`config.mk`:
```
export PLATFORM = sky130hd
export DESIGN_NAME = game_sprite_mover
export DESIGN_NICKNAME = d
export VERILOG_FILES = /design/src/rtl/game_sprite_pkg.sv /design/src/rtl/game_axis_step.sv /design/src/rtl/game_sprite_mover.sv
export SDC_FILE = /design/constraint.sdc
export NUM_CORES = 1
export LEC_CHECK = 0
export ABC_AREA = 1
export BUFFER_PORTS_ARGS = -buffer_cell sky130_fd_sc_hd__buf_2
export CORE_MARGIN = 2
export CORE_UTILIZATION = 46
export CTS_CLUSTER_DIAMETER = 200
export DETAILED_ROUTE_END_ITERATION = 8
export PLACE_DENSITY = 0.69
export SYNTH_ARGS = -nofsm -noshare
export SYNTH_HDL_FRONTEND = slang
export SYNTH_SLANG_ARGS = --single-unit
```
`constraint.sdc`:
```
create_clock -name clk -period 3.7 [get_ports clk]
set_clock_uncertainty 0.1 [all_clocks]
set_input_delay 0.74 -clock clk [delete_from_list [all_inputs] [get_ports clk]]
set_output_delay 0.74 -clock clk [all_outputs]
set_load 0.02 [all_outputs]
```
`src/rtl/game_sprite_pkg.sv`:
```
// Shared types and screen constants for the sprite motion controller.
package game_sprite_pkg;

  localparam int SCREEN_WIDTH  = 640;
  localparam int SCREEN_HEIGHT = 480;
  localparam int VEL_WIDTH     = 4;

  typedef enum logic [1:0] {
    IDLE = 2'd0,
    RUN  = 2'd1,
    STEP = 2'd2
  } sprite_state_e;

  typedef logic signed [VEL_WIDTH-1:0] sprite_vel_t;

endpackage

```
`src/rtl/game_axis_step.sv`:
```
// Single-axis next-position calculation with edge handling.
// GAME_SPRITE_MOVER_BOUNCE_EN selects reflection; otherwise the axis stops at the edge.
module game_axis_step #(
  parameter int W   = 10,
  parameter int MAX = 624,
  parameter int DW  = 4
) (
  input  logic [W-1:0]  pos,
  input  logic [DW-1:0] vel,
  output logic [W-1:0]  next_pos,
  output logic [DW-1:0] next_vel,
  output logic          hit
);

  localparam logic signed [W+1:0] MAX_S = (W+2)'(MAX);

  logic signed [W+1:0] sum;

`ifdef GAME_SPRITE_MOVER_BOUNCE_EN
  localparam logic [DW-1:0] VEL_MIN = {1'b1, {(DW-1){1'b0}}};
  localparam logic [DW-1:0] VEL_MAX = {1'b0, {(DW-1){1'b1}}};

  logic [DW-1:0] edge_vel;

  // The most negative velocity has no positive twin, so it saturates.
  always_comb begin
    edge_vel = (vel == VEL_MIN) ? VEL_MAX : (~vel + DW'(1));
  end
`else
  logic [DW-1:0] edge_vel;

  always_comb begin
    edge_vel = '0;
  end
`endif

  always_comb begin
    sum      = $signed({2'b00, pos}) + $signed({{(W+2-DW){vel[DW-1]}}, vel});
    next_pos = pos;
    next_vel = vel;
    hit      = 1'b0;
    if (sum < 0) begin
      next_pos = '0;
      next_vel = edge_vel;
      hit      = 1'b1;
    end else if (sum > MAX_S) begin
      next_pos = MAX_S[W-1:0];
      next_vel = edge_vel;
      hit      = 1'b1;
    end else begin
      next_pos = sum[W-1:0];
      hit      = (|vel) && ((sum == '0) || (sum == MAX_S));
    end
  end

endmodule

```
`src/rtl/game_sprite_mover.sv`:
```
// Sprite motion controller: owns position/velocity and steps every FRAME_DIV frame ticks.
// Edge behaviour is selected by GAME_SPRITE_MOVER_BOUNCE_EN (see game_axis_step).
module game_sprite_mover
  import game_sprite_pkg::*;
#(
  parameter int SPRITE_WIDTH  = 16,
  parameter int SPRITE_HEIGHT = 16,
  parameter int screen_width  = SCREEN_WIDTH,
  parameter int screen_height = SCREEN_HEIGHT,
  parameter int w_x           = $clog2(screen_width),
  parameter int w_y           = $clog2(screen_height),
  parameter int DXY_WIDTH     = 4,
  parameter int FRAME_DIV     = 1,
  parameter int INIT_X        = 0,
  parameter int INIT_Y        = 0
) (
  input  logic                 clk,
  input  logic                 rst_n,
  input  logic                 frame_tick,
  input  logic                 sprite_write_xy,
  input  logic                 sprite_write_dxy,
  input  logic [w_x-1:0]       sprite_write_x,
  input  logic [w_y-1:0]       sprite_write_y,
  input  logic [DXY_WIDTH-1:0] sprite_write_dx,
  input  logic [DXY_WIDTH-1:0] sprite_write_dy,
  input  logic                 sprite_enable_update,
  output logic [w_x-1:0]       sprite_x,
  output logic [w_y-1:0]       sprite_y,
  output logic [DXY_WIDTH-1:0] sprite_dx,
  output logic [DXY_WIDTH-1:0] sprite_dy,
  output logic                 moving,
  output logic                 edge_hit
);

  localparam int MAX_X = screen_width - SPRITE_WIDTH;
  localparam int MAX_Y = screen_height - SPRITE_HEIGHT;
  localparam logic [w_x-1:0] MAX_X_V = w_x'(MAX_X);
  localparam logic [w_y-1:0] MAX_Y_V = w_y'(MAX_Y);
  localparam int DIV_W = (FRAME_DIV > 1) ? $clog2(FRAME_DIV) : 1;
  localparam logic [DIV_W-1:0] DIV_LAST = DIV_W'(FRAME_DIV - 1);

  sprite_state_e        state_q, state_d;
  logic [DIV_W-1:0]     div_q, div_d;
  logic [w_x-1:0]       x_q, x_d;
  logic [w_y-1:0]       y_q, y_d;
  logic [DXY_WIDTH-1:0] dx_q, dx_d;
  logic [DXY_WIDTH-1:0] dy_q, dy_d;
  logic                 moving_q, moving_d;
  logic                 edge_hit_q, edge_hit_d;

  logic [w_x-1:0]       step_x;
  logic [w_y-1:0]       step_y;
  logic [DXY_WIDTH-1:0] step_dx, step_dy;
  logic                 hit_x, hit_y;
  logic                 commit;

  game_axis_step #(.W(w_x), .MAX(MAX_X), .DW(DXY_WIDTH)) u_axis_x (
    .pos      (x_q),
    .vel      (dx_q),
    .next_pos (step_x),
    .next_vel (step_dx),
    .hit      (hit_x)
  );

  game_axis_step #(.W(w_y), .MAX(MAX_Y), .DW(DXY_WIDTH)) u_axis_y (
    .pos      (y_q),
    .vel      (dy_q),
    .next_pos (step_y),
    .next_vel (step_dy),
    .hit      (hit_y)
  );

  always_comb begin
    state_d = state_q;
    div_d   = div_q;
    case (state_q)
      IDLE: begin
        div_d = '0;
        if (sprite_enable_update) state_d = RUN;
      end
      RUN: begin
        if (!sprite_enable_update) begin
          state_d = IDLE;
          div_d   = '0;
        end else if (frame_tick) begin
          if (div_q == DIV_LAST) begin
            div_d   = '0;
            state_d = STEP;
          end else begin
            div_d = div_q + DIV_W'(1);
          end
        end
      end
      STEP: begin
        state_d = sprite_enable_update ? RUN : IDLE;
      end
      default: begin
        state_d = IDLE;
        div_d   = '0;
      end
    endcase
    moving_d = (state_d != IDLE);
  end

  // A write in the commit cycle overrides the step result for that quantity only.
  always_comb begin
    commit     = (state_q == STEP);
    x_d        = x_q;
    y_d        = y_q;
    dx_d       = dx_q;
    dy_d       = dy_q;
    edge_hit_d = commit && (hit_x || hit_y);
    if (commit) begin
      x_d  = step_x;
      y_d  = step_y;
      dx_d = step_dx;
      dy_d = step_dy;
    end
    if (sprite_write_xy) begin
      x_d = (sprite_write_x > MAX_X_V) ? MAX_X_V : sprite_write_x;
      y_d = (sprite_write_y > MAX_Y_V) ? MAX_Y_V : sprite_write_y;
    end
    if (sprite_write_dxy) begin
      dx_d = sprite_write_dx;
      dy_d = sprite_write_dy;
    end
  end

  always_ff @(posedge clk or negedge rst_n) begin
    if (!rst_n) begin
      state_q    <= IDLE;
      div_q      <= '0;
      x_q        <= w_x'(INIT_X);
      y_q        <= w_y'(INIT_Y);
      dx_q       <= '0;
      dy_q       <= '0;
      moving_q   <= 1'b0;
      edge_hit_q <= 1'b0;
    end else begin
      state_q    <= state_d;
      div_q      <= div_d;
      x_q        <= x_d;
      y_q        <= y_d;
      dx_q       <= dx_d;
      dy_q       <= dy_d;
      moving_q   <= moving_d;
      edge_hit_q <= edge_hit_d;
    end
  end

  assign sprite_x  = x_q;
  assign sprite_y  = y_q;
  assign sprite_dx = dx_q;
  assign sprite_dy = dy_q;
  assign moving    = moving_q;
  assign edge_hit  = edge_hit_q;

endmodule

```
==> run metrics <==
RR Startpoint sprite_dx[0]; CTS Hold Buffers Added 0; Max VDD drop 0.230 mV; highest clock rate 357 MHz; RSZ-0062 raised after global routing no; die area 0.00748 mm2; synthesized area 0.00313 mm2; largest family of logic cells by synthesized area simple AND/OR/NAND/NOR gates; Post-Synth Adder-Cell Area 9.68%; post-route minimum period 2800 ps; Worst path most repeated cell nand2_1; I/O pin cnt 62; largest net degree at the start of global routing 32; Avg WL per Cell 13.4 um; slowest stage delay, CP 400 ps; critical path's slowest cell dfrtp_1; final setup TNS 0 ps; Place WS 929 ps; NumNets Final 626; max_slew headroom 50.2%; synthesis-to-finish area growth 16.4%; Register-to-Register Path Depth 17; sequential power share 25.5%; Synth Instances 505; CTS Sinks 31; simple-gate portion of the synthesized area 44.1%; final worst-path cycle share 75.6%; Worst-Margin Slew 747 ps; part of the power in combinational logic 53.7%; CP Launch Type flop; filler cell count 669; worst skew pair latency 290 ps; Core Area 0.00668 mm2; Pint 0.000898 W; CP Depth 17; Final ANT Viol Nets 0; Critical Path AT 2880 ps; total CTS buffers 5; Worst Hold Path Cells 1; worst setup margin 902 ps; syn nets 561; WL final 8.74 mm; CP Buf/Inv Count 2; sw power 0.000804 W; Critical Path End Type flop; CTS root buf clkbuf_8; Buffers on Ports 61; post-synthesis xor/xnor area fraction 0.280%; synth top area cells dfrtp_1 25%, nand2_1 19%, inv_1 10%, nand3_1 9.4%, ha_1 8.4%; DRC Markers 0; Die Height 86.5 um; share of cells above drive strength 1 18.9%; post-synth top area share 24.8%; class of the worst hold path flop to flop; iteration-0 DRC count of the detailed router 195; H-tree depth 2; Yosys top cell by area dfrtp_1; Syn Area/Cell 6.20 um2; Pre-Repair DR Iteration Count 5; initial antenna violation count 0; post-DR vias/cell 5.25; synthesized flop and latch total 31; standard-cell row count 30; Post-CTS Setup Bufs 0; clock share of power 20.8%; Yosys cell types 33; Yosys Warn Count 0; Final setup viols 0; CTS tree yes; Die Span X 86.5 um; Setup crit start sprite_dx[0]; required time of the critical path 3780 ps; Seq/Total Area, Yosys 24.8%; GRT overflow 0; worst-path fanout max 4; Power per Cell Area 467 mW/mm2; Antenna Cells 0; final hold vios 0; CTS Buffer Depth 2; Tot GR Track Use 23.8%; vias in the first global route 3088; initial cell density of the core 46.8%; leakage power 2.12 nW; Resized Gates After CTS 0; sw frac 47.3%; Hold Path Origin state_q[1]; total power 0.00170 W; post-synthesis mux area share 0%; status finished clean; cell family with most CP delay simple AND/OR/NAND/NOR gates; DP HPWL 7.18 mm; clock-pin slew on the worst setup and hold paths 70 ps; routed vias 3419; Routability Congestion 0.937; Setup CP Type flop to flop; Max-Cap Viols 0; max-slew violation count 0; global-route wire length before repair 14.2 mm; CP Cell Sequence ha_1 > inv_1 > fa_1 > inv_1 > nand3_1 > nand2_1 > nand2_1 > nand2_1 > nand2_1 > nand2_1 > nand4_1 > nand2_1 > nand2_1 > nand3_2 > nand2_1 > nand3_1 > nand2_1; complex-gate fraction of the synthesized area 9.72%
==> through the flow <==
step,hold WS (ps),cells,instance area (um2),utilization (%)
6_report,362,651,3640,54.5
5_1_grt,389,651,3640,54.5
4_1_cts,371,651,3640,54.5
3_5_place_dp,362,643,3530,52.8
3_3_place_gp,346,643,3530,52.8
2_1_floorplan,331,505,3130,-
==> cell type report <==
type,count,area (um2),share of cell area (%)
multi-input combinational,379,2000,54.8
sequential,31,776,21.3
inverter,91,342,9.38
timing repair buffer,62,313,8.59
tap,80,100,2.75
clock buffer,6,82.6,2.27
clock inverter,2,35.0,0.962
==> registers in the layout (all words and copies together) (netlist names) <==
| signal | flops |
|---|---|
| sprite_x | 10 |
| state_q | 2 |
| sprite_y | 9 |
| sprite_dy | 4 |
| sprite_dx | 4 |
| moving | 1 |
| edge_hit | 1 |
==> power by group through the flow <==
stage               logic, W  clock network (W)  registers [W]
floorplan           0.000633                  0       0.000477
global placement    0.000894                  0       0.000439
detailed placement  0.000905                  0       0.000440
CTS                 0.000910           0.000359       0.000434
global route         0.00103           0.000372       0.000439
finish              0.000915           0.000353       0.000434
==> layout by cell type (no fill, tap or decap), drive strengths merged <==
cell type | synthesis | final
fa | 2 | 2
dfrtp | 31 | 31
buf | 1 | 62
nor2 | 44 | 44
o21ai | 15 | 15
o221ai | 1 | 1
nand2 | 170 | 170
o41ai | 1 | 1
nor3 | 5 | 5
bufinv | 0 | 1
and2 | 1 | 1
a21oi | 29 | 29
xnor2 | 1 | 1
clkinv | 1 | 2
nand3b | 3 | 3
a31oi | 4 | 4
o31ai | 3 | 3
clkbuf | 3 | 6
inv | 90 | 90
nand3 | 67 | 67
nand4 | 11 | 11
or2 | 1 | 1
ha | 21 | 21
==> cells by family (layout without fill, tap and decap cells) <==
group                    after synthesis  after routing
adder cells (fa/ha/maj)               23             23
flip-flops                            31             31
buffers and inverters                 95            161
AO/OA/AOI/OAI                         53             53
AND/OR/NAND/NOR                      302            302
XOR/XNOR                               1              1
==> synthesized netlist by cell type <==
master	n
nand3_2	7
or2_2	1
fa_1	2
a31oi_1	4
nor3_1	5
xnor2_1	1
o21ai_1	2
nand3_1	59
inv_1	84
dfrtp_1	31
buf_2	1
nor2_2	5
nand3_4	1
clkinv_1	1
and2_1	1
nand4_1	11
a21oi_1	27
o221ai_1	1
o21ai_2	1
nand3b_1	3
a21oi_4	1
o31ai_1	3
nor2_1	37
a21oi_2	1
nand2_2	12
inv_2	6
o21ai_0	12
ha_1	21
nand2_4	1
nor2_4	2
clkbuf_1	3
nand2_1	157
o41ai_1	1
==> routing by layer <==
layer / routed length (um) / up-vias / global-route usage [%]
met5: 0 / - / 0
met4: 180 / 0 / 8.38
met3: 579 / 16 / 4.38
met2: 4070 / 118 / 38.5
met1: 3910 / 1540 / 32.0
li1: - / 1745 / -
==> worst paths after layout <==
check / end / slack, ps
max: sprite_dx[3] / 900
min: state_q[1] / 360
max reg2reg: sprite_dx[3] / 900
min reg2reg: state_q[1] / 360
max in group asynchronous: sprite_x[6] / 2610
min in group asynchronous: sprite_y[5] / 410
==> worst register-to-register path: cells and delay by family, from the launching register on <==
family | cells | cell delay [ps]
simple gates | 13 | 1340
fa+ha+maj | 2 | 660
flops | 1 | 400
buf+inv | 2 | 200
Power figures use the tool's default switching activity.
